### config.mk
export PLATFORM = sky130hd
export DESIGN_NAME = v60_prefetch_queue
export DESIGN_NICKNAME = d
export VERILOG_FILES = /design/src/rtl/v60_pkg.sv /design/src/rtl/v60_byte_ring.sv /design/src/rtl/v60_prefetch_queue.sv
export SDC_FILE = /design/constraint.sdc
export NUM_CORES = 1
export LEC_CHECK = 0
export CAP_MARGIN = 40
export CORE_MARGIN = 2
export CORE_UTILIZATION = 58
export DETAILED_ROUTE_END_ITERATION = 12
export HOLD_SLACK_MARGIN = 0.02
export PLACE_DENSITY = 0.87
export SLEW_MARGIN = 5
export SYNTH_ARGS = -nofsm -noshare
export SYNTH_HDL_FRONTEND = slang
export SYNTH_SLANG_ARGS = --single-unit
export TNS_END_PERCENT = 1
### constraint.sdc
create_clock -name clk -period 5.72 [get_ports clk]
set_clock_uncertainty 0.1 [all_clocks]
set_input_delay 0.572 -clock clk [delete_from_list [all_inputs] [get_ports clk]]
set_output_delay 0.572 -clock clk [all_outputs]
set_load 0.05 [all_outputs]
### src/rtl/v60_pkg.sv
`default_nettype none
// ============================================================================
//  Module      : v60_pkg
//  Description : Shared types and constants for the V60 instruction prefetch
//                queue (FSM state encoding, bus transfer size codes).
//  Revision    : 1.0 - initial release
// ============================================================================
package v60_pkg;

    // Prefetch controller states
    typedef enum logic [1:0] {
        S_IDLE  = 2'd0,
        S_REQ   = 2'd1,
        S_DRAIN = 2'd2,
        S_FAULT = 2'd3
    } v60_pf_state_t;

    // Encodings driven on mem_size
    localparam logic [1:0] MEM_SIZE_BYTE = 2'b00;
    localparam logic [1:0] MEM_SIZE_HALF = 2'b01;
    localparam logic [1:0] MEM_SIZE_WORD = 2'b10;

    // Transfer size code matching the bus width in bytes
    function automatic logic [1:0] mem_size_for(input int bus_bytes);
        return (bus_bytes == 2) ? MEM_SIZE_HALF : MEM_SIZE_WORD;
    endfunction

endpackage
`default_nettype wire

### src/rtl/v60_byte_ring.sv
`default_nettype none
// ============================================================================
//  Module      : v60_byte_ring
//  Description : Circular byte store. Accepts one bus beat per cycle with an
//                optional number of leading bytes dropped, and exposes a
//                MAX_INST_BYTES window starting at the read pointer. Unused
//                window bytes read as zero.
//  Revision    : 1.0 - initial release
// ============================================================================
module v60_byte_ring #(
    parameter int QUEUE_BYTES    = 16,
    parameter int BUS_BYTES      = 4,
    parameter int MAX_INST_BYTES = 8,
    localparam int PTR_W = $clog2(QUEUE_BYTES),
    localparam int LVL_W = $clog2(QUEUE_BYTES + 1),
    localparam int WIN_W = $clog2(MAX_INST_BYTES + 1),
    localparam int OFF_W = $clog2(BUS_BYTES)
) (
    input  logic                        clk,
    input  logic                        rst_n,
    input  logic                        clear,
    input  logic                        wr_en,
    input  logic [8*BUS_BYTES-1:0]      wr_data,
    input  logic [OFF_W-1:0]            wr_skip,
    input  logic                        rd_en,
    input  logic [WIN_W-1:0]            rd_len,
    output logic [8*MAX_INST_BYTES-1:0] win_data,
    output logic [WIN_W-1:0]            win_valid_bytes,
    output logic [LVL_W-1:0]            level
);

    logic [7:0]             mem [QUEUE_BYTES];
    logic [PTR_W-1:0]       wr_ptr;
    logic [PTR_W-1:0]       rd_ptr;
    logic [LVL_W-1:0]       wr_cnt;
    logic [LVL_W-1:0]       rd_cnt;
    logic [8*BUS_BYTES-1:0] wr_shifted;

    // Align the beat so its first kept byte lands at the write pointer
    always_comb begin
        wr_shifted = wr_data >> {wr_skip, 3'b000};
        wr_cnt     = wr_en ? (LVL_W'(BUS_BYTES) - LVL_W'(wr_skip)) : '0;
        rd_cnt     = rd_en ? LVL_W'(rd_len) : '0;
        win_valid_bytes = (level > LVL_W'(MAX_INST_BYTES)) ? WIN_W'(MAX_INST_BYTES)
                                                           : WIN_W'(level);
    end

    // Window taps read through the pointer wrap transparently
    for (genvar i = 0; i < MAX_INST_BYTES; i++) begin : g_win
        assign win_data[8*i +: 8] = (WIN_W'(i) < win_valid_bytes)
                                    ? mem[rd_ptr + PTR_W'(i)] : 8'h00;
    end

    // Pointers and fill level; clear discards everything including this cycle's traffic
    always_ff @(posedge clk or negedge rst_n) begin
        if (!rst_n) begin
            wr_ptr <= '0;
            rd_ptr <= '0;
            level  <= '0;
        end else if (clear) begin
            wr_ptr <= '0;
            rd_ptr <= '0;
            level  <= '0;
        end else begin
            wr_ptr <= wr_ptr + PTR_W'(wr_cnt);
            rd_ptr <= rd_ptr + PTR_W'(rd_cnt);
            level  <= level + wr_cnt - rd_cnt;
        end
    end

    // Byte storage; contents need no reset because the window masks by level
    always_ff @(posedge clk) begin
        for (int j = 0; j < BUS_BYTES; j++) begin
            if (!clear && (LVL_W'(j) < wr_cnt)) begin
                mem[wr_ptr + PTR_W'(j)] <= wr_shifted[8*j +: 8];
            end
        end
    end

endmodule
`default_nettype wire

### src/rtl/v60_prefetch_queue.sv
`default_nettype none
// ============================================================================
//  Module      : v60_prefetch_queue
//  Description : Instruction prefetch unit. Issues aligned bus reads ahead of
//                execution into a byte ring and presents a decoder window at
//                win_pc. Handles variable-length consume, branch flush to any
//                byte address and bus-error fault tagging.
//  Revision    : 1.0 - initial release
// ============================================================================
module v60_prefetch_queue
    import v60_pkg::*;
#(
    parameter int                   ADDR_WIDTH     = 32,
    parameter int                   BUS_BYTES      = 4,
    parameter int                   QUEUE_BYTES    = 16,
    parameter int                   MAX_INST_BYTES = 8,
    parameter logic [ADDR_WIDTH-1:0] RESET_PC      = '0,
    localparam int LVL_W = $clog2(QUEUE_BYTES + 1),
    localparam int WIN_W = $clog2(MAX_INST_BYTES + 1),
    localparam int OFF_W = $clog2(BUS_BYTES)
) (
    input  logic                        clk,
    input  logic                        rst_n,
    input  logic                        fetch_en,
    input  logic                        flush,
    input  logic [ADDR_WIDTH-1:0]       flush_pc,
    output logic                        mem_req,
    output logic [ADDR_WIDTH-1:0]       mem_addr,
    output logic [1:0]                  mem_size,
    input  logic [8*BUS_BYTES-1:0]      mem_rdata,
    input  logic                        mem_ready,
    input  logic                        mem_err,
    output logic [8*MAX_INST_BYTES-1:0] win_data,
    output logic [WIN_W-1:0]            win_valid_bytes,
    output logic [ADDR_WIDTH-1:0]       win_pc,
    input  logic                        consume,
    input  logic [WIN_W-1:0]            consume_len,
    output logic                        fault,
    output logic [ADDR_WIDTH-1:0]       fault_addr,
    output logic [LVL_W-1:0]            level
);

    localparam logic [ADDR_WIDTH-1:0] ALIGN_MASK    = ~ADDR_WIDTH'(BUS_BYTES - 1);
    localparam logic [ADDR_WIDTH-1:0] RESET_ALIGNED = RESET_PC & ALIGN_MASK;
    localparam logic [OFF_W-1:0]      RESET_SKIP    = RESET_PC[OFF_W-1:0];

    v60_pf_state_t         state;
    logic [ADDR_WIDTH-1:0] fetch_addr;
    logic [OFF_W-1:0]      skip;
    logic [WIN_W-1:0]      take;
    logic [LVL_W-1:0]      free_now;
    logic [LVL_W-1:0]      free_after;
    logic                  ring_wr;
    logic                  issue_ok;
    logic                  reissue_ok;

    assign mem_size = mem_size_for(BUS_BYTES);

    // Space checks use the registered level; a completing beat is counted
    // before deciding on a back-to-back request so the ring never overflows
    always_comb begin
        take       = '0;
        if (consume) begin
            take = (consume_len > win_valid_bytes) ? win_valid_bytes : consume_len;
        end
        free_now   = LVL_W'(QUEUE_BYTES) - level;
        free_after = free_now - (LVL_W'(BUS_BYTES) - LVL_W'(skip));
        ring_wr    = (state == S_REQ) && mem_ready && !mem_err && !flush;
        issue_ok   = fetch_en && (free_now >= LVL_W'(BUS_BYTES));
        reissue_ok = fetch_en && (free_after >= LVL_W'(BUS_BYTES));
    end

    v60_byte_ring #(
        .QUEUE_BYTES    (QUEUE_BYTES),
        .BUS_BYTES      (BUS_BYTES),
        .MAX_INST_BYTES (MAX_INST_BYTES)
    ) u_ring (
        .clk             (clk),
        .rst_n           (rst_n),
        .clear           (flush),
        .wr_en           (ring_wr),
        .wr_data         (mem_rdata),
        .wr_skip         (skip),
        .rd_en           (consume),
        .rd_len          (take),
        .win_data        (win_data),
        .win_valid_bytes (win_valid_bytes),
        .level           (level)
    );

    // Fetch controller: request issue, drain after flush, fault capture, PC tracking
    always_ff @(posedge clk or negedge rst_n) begin
        if (!rst_n) begin
            state      <= S_IDLE;
            mem_req    <= 1'b0;
            mem_addr   <= '0;
            fetch_addr <= RESET_ALIGNED;
            skip       <= RESET_SKIP;
            fault      <= 1'b0;
            fault_addr <= '0;
            win_pc     <= RESET_PC;
        end else if (flush) begin
            fetch_addr <= flush_pc & ALIGN_MASK;
            skip       <= flush_pc[OFF_W-1:0];
            win_pc     <= flush_pc;
            fault      <= 1'b0;
            fault_addr <= '0;
            case (state)
                // An outstanding request cannot be withdrawn; wait it out
                S_REQ, S_DRAIN: begin
                    if (mem_ready) begin
                        state   <= S_IDLE;
                        mem_req <= 1'b0;
                    end else begin
                        state   <= S_DRAIN;
                    end
                end
                default: begin
                    if (fetch_en) begin
                        state    <= S_REQ;
                        mem_req  <= 1'b1;
                        mem_addr <= flush_pc & ALIGN_MASK;
                    end else begin
                        state    <= S_IDLE;
                        mem_req  <= 1'b0;
                    end
                end
            endcase
        end else begin
            if (consume) begin
                win_pc <= win_pc + ADDR_WIDTH'(take);
            end
            case (state)
                S_IDLE: begin
                    if (issue_ok) begin
                        state    <= S_REQ;
                        mem_req  <= 1'b1;
                        mem_addr <= fetch_addr;
                    end
                end
                S_REQ: begin
                    if (mem_ready) begin
                        if (mem_err) begin
                            state      <= S_FAULT;
                            mem_req    <= 1'b0;
                            fault      <= 1'b1;
                            fault_addr <= mem_addr;
                        end else begin
                            fetch_addr <= fetch_addr + ADDR_WIDTH'(BUS_BYTES);
                            skip       <= '0;
                            if (reissue_ok) begin
                                mem_addr <= fetch_addr + ADDR_WIDTH'(BUS_BYTES);
                            end else begin
                                state    <= S_IDLE;
                                mem_req  <= 1'b0;
                            end
                        end
                    end
                end
                S_DRAIN: begin
                    if (mem_ready) begin
                        state   <= S_IDLE;
                        mem_req <= 1'b0;
                    end
                end
                default: begin
                    // Faulted: hold until a flush redirects fetch
                end
            endcase
        end
    end

    // A decoder asking for more bytes than the window shows is a core bug
    a_consume_len : assert property (@(posedge clk) disable iff (!rst_n)
        consume |-> (consume_len <= win_valid_bytes));

endmodule
`default_nettype wire

==> results.toml <==
[floorplan]
start_util_pct = 58.60
fp.dieH_microns = 201.1
pin_count = 248
core_sq_um = 38470
die_area_sq_um = 40460
std_cell_rows = 72
die_x_microns = 201.1

[yosys]
synth_area_sq_um = 22540
synth_most_common_cell = "nand2_1"
synth_top_cell_by_area = "mux4_2"
ys_top_cells_by_area = "mux4_2 18%, edfxtp_1 17%, dfrtp_1 16%, o21ai_0 6.7%, nand2_1 5.7%"
synth_common_cells = "343 x nand2_1, 302 x o21ai_0, 176 x mux4_2, 143 x dfrtp_1, 128 x edfxtp_1"
synthCells = 2329
synth_warnings = 0
synth.distinct_cells = 80
async_reset_ff_share_pct = 52.77
synthesis.nets = 2450
yosysTopAreaCellShare_pct = 17.59
yosysSeqAreaShare_pct = 32.93
synth_edf_count = 128
ys_ff_latch = 271
synth-main-ff-cell = "dfrtp_1"
avgSynthCellArea_sq_um = 9.678

[timing]
setup_viol = 0
min_period_over_period_pct = 86.94
finalCriticalPeriod_ps = 4973
rsz0062_at_grt = "false"
slew-limit-headroom_pct = 36.14
setup_ws_ps = 747.0
hold_viol = 0
tightest_slew_ps = 955.5
maxSlewViolCount = 0
setup_tns_ps = 0
fmax_mhz = 201.1

[place]
dp.final_hpwl_microns = 66270
placed_area_sq_um = 25400
port_buffers = 245
gp_congestion = 1.054
dp_slack_ps = 846.1

[worst_hold_path]
hp-start = "flush"
hold_path_depth = 2
min_to = "fault$_DFFE_PN0P_"
hold_class = "input pin to register"

[global_route]
grt_start_max_net_pins = 135
grt_usage_pct = 42.22
grt_overflow = 0
grt_pass1_vias = 20010
antenna_found_initial = 2
grt_pass1_wl_microns = 128100

[outcome]
status = "completed"

[cells_and_area]
final_nets = 2609
area_growth_pct = 17.35
fin_area_sq_um = 26450
drive_above_1_share_pct = 15.10
fillers = 2819

[clock_network]
numCtsBuffers = 28
cts_hold_buf = 1
cts_tree = "built"
cts_setup_buffers = 0
path_clk_slew_ps = 70
cts.sinks = 271
clock_latency_ps = 570
cts_root_buf = "clkbuf_16"
clockBufferDepth = 3
cts_resized = 0
htreeDepth = 1

[setup_path]
cp_cell_sequence = "inv_1, ha_1, nand2b_1, a21oi_1, nand2_1, ha_1, nor2b_1, o21a_1, o21a_1, o21a_1, mux2i_1, nand2b_1, inv_1, ha_1, a21o_1, a21oi_1, nor2b_1, o21bai_1, nor3_1, xnor2_1, a21boi_0"
r2r_start = "u_ring.level[1]$_DFF_PN0_"
rr_worst_depth = 21
cp-start-kind = "register"
cp_max_fo = 9
crit_slowest_cell = "o21bai_1"
cp.required_ps = 6090
critPathMaxStageDelay_ps = 590
cp-end-kind = "register"
crit_type = "register to register"
r2r_end = "win_pc[15]$_DFFE_PN0P_"
crit_arrival_ps = 5350
r2r_slack_ps = 750

[power]
power_mw = 13.98
p_leak_nw = 9.449
powerDensity_nw_per_um2 = 528.4
vdd_drop_max_mv = 0.7262

[route]
via_per_inst = 7.015
first_pass_iters = 12
drc = 0
drtIter0Drc = 3541
final_antenna_net_count = 0
wirelength_microns = 86700
routedWlPerCell_microns = 28.62
via_count = 21250

[job]
max_cap_viol_count = 0
[cells in the final DEF (no fill, tap or decap), drive strengths merged, types with 8 or more instances in the layout]
cell,n
nand3,74
xnor2,61
and2,18
a211o,8
buf,72
nand2,345
mux2,40
edfxtp,128
o21ai,313
nand4,19
nor3,27
a21o,16
o211ai,97
a211oi,33
nor2b,73
inv,62
a21boi,30
xor2,40
clkbuf,35
ha,39
nor2,118
a21oi,61
mux2i,52
clkinv,10
o21a,14
a22o,32
clkdlybuf4s50,243
mux4,176
and3,18
nand2b,35
dfrtp,143
[power breakdown]
part | internal, mW | switching (mW) | total (mW)
logic | 3.67 | 5.68 | 9.35
registers | 2.32 | 0.310 | 2.63
clock network | 1.15 | 0.847 | 2.00
total | 7.14 | 6.84 | 14.0
[kinds of logic (layout without fill, tap and decap cells)]
logic type / count (synthesis) / in the layout / share of synthesized area [%]
buffers and inverters: 249 / 430 / 4.802
and+or+nand+nor: 753 / 753 / 15.90
xor gates and xnor gates: 101 / 101 / 3.991
DFF: 271 / 271 / 32.93
AOI/OAI and AO/OA: 639 / 639 / 17.49
muxes: 268 / 268 / 22.08
other: 2 / 3 / 0.03332
adders and majority gates: 46 / 46 / 2.787
[flip-flops by register name (all words and copies together), names as in the netlist]
register       count
u_ring.mem       128
win_pc            32
fault_addr        31
mem_addr          31
fetch_addr        30
u_ring.level       5
u_ring.rd_ptr      4
u_ring.wr_ptr      4
skip               2
state              2
fault              1
mem_req            1
[through the flow]
stage | hold WS (ps) | cells | util, %
finish | 280.0 | 3029 | 68.76
global route | 312.1 | 3028 | 68.76
CTS | 280.9 | 3025 | 68.70
detailed placement | 397.1 | 2972 | 66.04
global placement | 382.9 | 2951 | 65.46
floorplan | 176.4 | 2329 | -
[critical path, delay by kind of cell, from the launching register on]
family	cells	cell delay (ps)
flops	1	470
simple gates	6	830
xor+xnor	1	160
mux	1	130
buf+inv	2	360
fa+ha+maj	3	800
compound gates	8	2000
[how the worst max path moves through the flow]
stage,depth (start not counted),from,endpoint,slack (ps)
CTS,21,u_ring.level[1]$_DFF_PN0_,win_pc[15]$_DFFE_PN0P_,830
detailed placement,21,u_ring.level[1]$_DFF_PN0_,win_pc[15]$_DFFE_PN0P_,850
floorplan,22,u_ring.level[1]$_DFF_PN0_,win_pc[22]$_DFFE_PN0P_,680
global route,21,u_ring.level[1]$_DFF_PN0_,win_pc[27]$_DFFE_PN0P_,380
global placement,23,u_ring.level[1]$_DFF_PN0_,win_pc[22]$_DFFE_PN0P_,1040
finish,21,u_ring.level[1]$_DFF_PN0_,win_pc[15]$_DFFE_PN0P_,750
[cell type report]
cell class / count / area (sq um) / share of cell area (%)
diodes: 1 / 2.502 / 0.009460
clock buffers: 35 / 809.5 / 3.060
clock inverters: 17 / 202.7 / 0.7663
inverters: 62 / 232.7 / 0.8798
multi-input cells: 1809 / 14060 / 53.17
flip-flops and latches: 271 / 7430 / 28.09
well taps: 518 / 648.1 / 2.450
repair buffers: 316 / 3062 / 11.57
[routing by layer]
layer	vias up	share of wire, %	wire length, microns	global-route usage (%)
li1	8973	-	-	-
met1	10140	34	29660	53.80
met2	1758	46	39460	65.36
met3	375	13	11180	10.09
met4	2	7.4	6387	26.56
met5	-	0.015	13	0
(Power assumes the default switching activity.)
